**src/rtl/cu_ram_arbiter.sv**
```systemverilog
// Two-port round-robin arbiter for the control-unit scratch RAM: grants one
// single-beat request at a time, drives the RAM strobes for one cycle, and returns the response.
`timescale 1ns/1ps
module cu_ram_arbiter #(
  parameter int ADDR_W = 8,
  parameter int DATA_W = 8
) (
  input  logic              clk,
  input  logic              reset,
  input  logic              req0_valid,
  output logic              req0_ready,
  input  logic              req0_we,
  input  logic [ADDR_W-1:0] req0_addr,
  input  logic [DATA_W-1:0] req0_wdata,
  input  logic              req1_valid,
  output logic              req1_ready,
  input  logic              req1_we,
  input  logic [ADDR_W-1:0] req1_addr,
  input  logic [DATA_W-1:0] req1_wdata,
  output logic              rsp0_valid,
  output logic              rsp1_valid,
  output logic [DATA_W-1:0] rsp_data,
  output logic [ADDR_W-1:0] ram_addr,
  output logic [DATA_W-1:0] ram_wdata,
  output logic              ram_read,
  output logic              ram_write,
  output logic              ram_en,
  input  logic [DATA_W-1:0] ram_rdata
);

  typedef enum logic [0:0] {IDLE = 1'b0, ACCESS = 1'b1} state_t;

  state_t              state_r, state_s;
  logic                last_grant_r, last_grant_s;
  logic                owner_r, owner_s;
  logic                grant0_s, grant1_s;
  logic [ADDR_W-1:0]   ram_addr_r, ram_addr_s;
  logic [DATA_W-1:0]   ram_wdata_r, ram_wdata_s;
  logic                ram_en_r, ram_en_s;
  logic                ram_read_r, ram_read_s;
  logic                ram_write_r, ram_write_s;
  logic                rsp0_valid_r, rsp0_valid_s;
  logic                rsp1_valid_r, rsp1_valid_s;
  logic [DATA_W-1:0]   rsp_data_r, rsp_data_s;

  // Next-state, grant and next-output logic; the synchronous reset is folded in here.
  always_comb begin
    state_s      = state_r;
    last_grant_s = last_grant_r;
    owner_s      = owner_r;
    grant0_s     = 1'b0;
    grant1_s     = 1'b0;
    ram_addr_s   = ram_addr_r;
    ram_wdata_s  = ram_wdata_r;
    ram_en_s     = 1'b0;
    ram_read_s   = 1'b0;
    ram_write_s  = 1'b0;
    rsp0_valid_s = 1'b0;
    rsp1_valid_s = 1'b0;
    rsp_data_s   = rsp_data_r;
    if (!reset) begin
      // last_grant of 1 lets port 0 win the first tie
      state_s      = IDLE;
      last_grant_s = 1'b1;
      owner_s      = 1'b0;
      ram_addr_s   = {ADDR_W{1'b0}};
      ram_wdata_s  = {DATA_W{1'b0}};
      rsp_data_s   = {DATA_W{1'b0}};
    end else begin
      case (state_r)
        IDLE: begin
          grant0_s = req0_valid && (!req1_valid || last_grant_r);
          grant1_s = req1_valid && (!req0_valid || !last_grant_r);
          if (grant0_s) begin
            state_s      = ACCESS;
            owner_s      = 1'b0;
            last_grant_s = 1'b0;
            ram_addr_s   = req0_addr;
            ram_wdata_s  = req0_wdata;
            ram_en_s     = 1'b1;
            ram_write_s  = req0_we;
            ram_read_s   = !req0_we;
          end else if (grant1_s) begin
            state_s      = ACCESS;
            owner_s      = 1'b1;
            last_grant_s = 1'b1;
            ram_addr_s   = req1_addr;
            ram_wdata_s  = req1_wdata;
            ram_en_s     = 1'b1;
            ram_write_s  = req1_we;
            ram_read_s   = !req1_we;
          end else begin
            state_s = IDLE;
          end
        end
        ACCESS: begin
          // RAM completed on the falling edge; ram_rdata is only trusted here
          state_s = IDLE;
          if (owner_r) begin
            rsp1_valid_s = 1'b1;
          end else begin
            rsp0_valid_s = 1'b1;
          end
          if (ram_read_r) begin
            rsp_data_s = ram_rdata;
          end else begin
            rsp_data_s = {DATA_W{1'b0}};
          end
        end
        default: begin
          state_s = IDLE;
        end
      endcase
    end
  end

  // State and registered-output update.
  always_ff @(posedge clk) begin
    state_r      <= state_s;
    last_grant_r <= last_grant_s;
    owner_r      <= owner_s;
    ram_addr_r   <= ram_addr_s;
    ram_wdata_r  <= ram_wdata_s;
    ram_en_r     <= ram_en_s;
    ram_read_r   <= ram_read_s;
    ram_write_r  <= ram_write_s;
    rsp0_valid_r <= rsp0_valid_s;
    rsp1_valid_r <= rsp1_valid_s;
    rsp_data_r   <= rsp_data_s;
  end

  assign req0_ready = grant0_s;
  assign req1_ready = grant1_s;
  assign ram_addr   = ram_addr_r;
  assign ram_wdata  = ram_wdata_r;
  assign ram_en     = ram_en_r;
  assign ram_read   = ram_read_r;
  assign ram_write  = ram_write_r;
  assign rsp0_valid = rsp0_valid_r;
  assign rsp1_valid = rsp1_valid_r;
  assign rsp_data   = rsp_data_r;

endmodule
```
**config.mk**
```make
export PLATFORM = sky130hd
export DESIGN_NAME = cu_ram_arbiter
export DESIGN_NICKNAME = d
export VERILOG_FILES = /design/src/rtl/cu_ram_arbiter.sv
export SDC_FILE = /design/constraint.sdc
export NUM_CORES = 1
export LEC_CHECK = 0
export ABC_AREA = 1
export BUFFER_PORTS_ARGS = -buffer_cell sky130_fd_sc_hd__buf_2
export CAP_MARGIN = 0
export CORE_ASPECT_RATIO = 1.2
export CORE_UTILIZATION = 46
export CTS_BUF_LIST = sky130_fd_sc_hd__clkbuf_8
export DETAILED_ROUTE_END_ITERATION = 10
export GPL_TIMING_DRIVEN = 1
export PLACE_DENSITY = 0.83
export SLEW_MARGIN = 20
export SYNTH_ARGS = -nofsm -noshare
export SYNTH_HDL_FRONTEND = slang
export SYNTH_SLANG_ARGS = --single-unit
```
**constraint.sdc**
```tcl
create_clock -name clk -period 1.3 [get_ports clk]
set_input_delay 0.065 -clock clk [delete_from_list [all_inputs] [get_ports clk]]
set_output_delay 0.065 -clock clk [all_outputs]
set_load 0.005 [all_outputs]
```
==> results.yml <==
outcome:
  outcome: "completed"
grt:
  grt-busiest-layer: "met2"
  met1_usage: 0.2518
  grt_pass1_wl_um: 5395
  grt_usage: 0.2151
  overflow: 0
  grt_pass1_vias: 1327
  grtUsageMet3: 0.07381
  antenna_found_initial: 0
  use_met2: 0.3547
  grt_max_degree: 19
power:
  power_density_nw_per_um2: 1148
  ir_drop_mv: 0.9178
  p_leak_nw: 1.135
sta:
  holdWs_ps: 32.56
  rsz0062_at_grt: "yes"
  hold_viol: 0
  worst_pin_slew_ps: 305.9
  final.period_utilization: 0.9570
  fin_worst_skew_ps: 3.499
  setup_viol: 0
  min_period_ps: 1244
  slew_headroom: 0.7953
  fmax_ghz: 0.8038
  slew_violations: 0
  worst_slack_ps: 55.93
synth:
  synth-seq-cells: 31
  synth_cell_types: 18
  ys_seq_area_frac: 0.4247
  syn_nets: 251
  synthCells: 205
  yosys_warnings: 0
  postSynthAreaPerCell_um2: 7.129
  synthesis.area_um2: 1461
route:
  drt_first_pass_iters: 4
  vias: 1520
  drt-total-wl_um: 3377
  via_per_inst: 4.720
  drc_errors: 0
  drt-initial-drc-count: 27
  wl_per_cell_um: 10.49
  drtAntennaViolNets: 0
die:
  rows: 22
  core_um2: 3055
  start_util: 0.4783
  fp.dieH_um: 63.75
  io_pins: 77
  dieArea_um2: 3407
  die_width_um: 53.46
layout:
  fin_nets: 331
  syn_to_final_growth_pct: 36.64
  drive_gt1_frac: 0.3671
  diodes: 0
  fin_cells: 322
critical_path:
  cp_max_fo: 18
  startpoint_type: "register"
  critPathArrivalTime_ps: 1180
  required_ps: 1240
  endpoint_kind: "primary output"
  path_class: "reg -> out"
clocking:
  path_clk_slew_ps: 60
  cts.sinks: 31
  tritoncts: "done"
  clockBufferDepth: 2
  clkLatencyLatePin_ps: 280
  cts-root-buf: "clkbuf_8"
  post_cts_buffers: 0
  cts_max_level: 2
  cts_buffers: 5
placement:
  io_buffers: 76
  dp_hpwl_um: 2513
  placed_cells: 312
  gp_congestion: 0.7813
  pre_cts_ws_ps: 213.5
run:
  drv_cap: 0
hold_path:
  min_path_type: "in -> reg"
synth_stat cells, drive strengths merged:
master / n / area [µm²]
nand2: 47 / 186.4
nand3: 42 / 255.3
inv: 40 / 152.6
dfxtp: 31 / 620.6
a21oi: 18 / 90.09
o21ai: 13 / 76.32
buf: 8 / 57.55
nor2: 3 / 11.26
clkbuf: 2 / 7.510
clkinv: 1 / 3.750
flip-flops by register name (all words and copies together) (netlist names):
register,count
state_r,1
owner_r,1
rsp1_valid,1
rsp_data,8
rsp0_valid,1
ram_write,1
last_grant_r,1
ram_wdata,8
ram_read,1
ram_addr,8
worst max-delay path: stages (launching register included):
cell and delay (ps):
dfxtp_1 340, inv_1 80, nand2_4 110, nand2_8 110, nor2_4 140, buf_2 120
cell usage in the layout, fill, tap and decap left out, drive strengths merged:
cell type,netlist,routed
nand2,47,47
nor2,3,3
clkinvlp,0,1
dlygate4sd3,0,2
nand3,42,42
inv,40,41
a21oi,18,18
clkinv,1,2
o21ai,13,13
buf,8,81
dfxtp,31,31
clkbuf,2,5
final cells by class:
cell class	count	area, µm²
clock buffer	5	68.82
clock inverter	3	16.27
fill	274	1059
inverter	41	156.4
multi-input combinational	123	648.1
sequential	31	620.6
tap	36	45.04
timing repair buffer	83	441.7
metrics by stage:
stage               cell area, µm²  total power, mW  utilization  setup TNS (ps)
floorplan                     1461            1.390            -               0
global placement              1859            1.567       0.6085               0
detailed placement            1859            1.576       0.6085               0
CTS                           1971            2.298       0.6450               0
global route                  1997            2.435       0.6536          -25.08
finish                        1997            2.293       0.6536               0
worst paths after layout:
kind                                   start           to  slack, ps  cells after the start
worst max register to register       state_r  ram_addr[0]        220                      6
worst min-delay path            ram_rdata[4]  rsp_data[4]         30                      3
worst max-delay path            last_grant_r   req0_ready         60                      5
worst min register to register       owner_r   rsp0_valid        450                      1
cell families after synthesis:
kind of cell,synth area share
AND/OR/NAND/NOR,0.3099
buffers and inverters,0.1515
flip-flops,0.4247
AO/OA/AOI/OAI,0.1139
power breakdown:
group,switching [mW],total (mW),internal [mW],leakage [nW]
clock,0.348,0.713,0.365,0.0453
sequential,0.0410,1.07,1.03,0.255
combinational,0.283,0.509,0.226,0.835
layer usage:
layer / share of wire / routed length [µm]
met1: 0.43 / 1450
met2: 0.49 / 1646
met3: 0.069 / 234
met4: 0.013 / 45
met5: 0 / 0
repair_timing:
action                     CTS  global route
setup endpoints to repair    2             2
hold endpoints to repair     2             0
hold buffers                 2             0
pin swaps                    0             1
gates resized for setup      3             5
No activity file was read; power rests on OpenSTA's default activity.
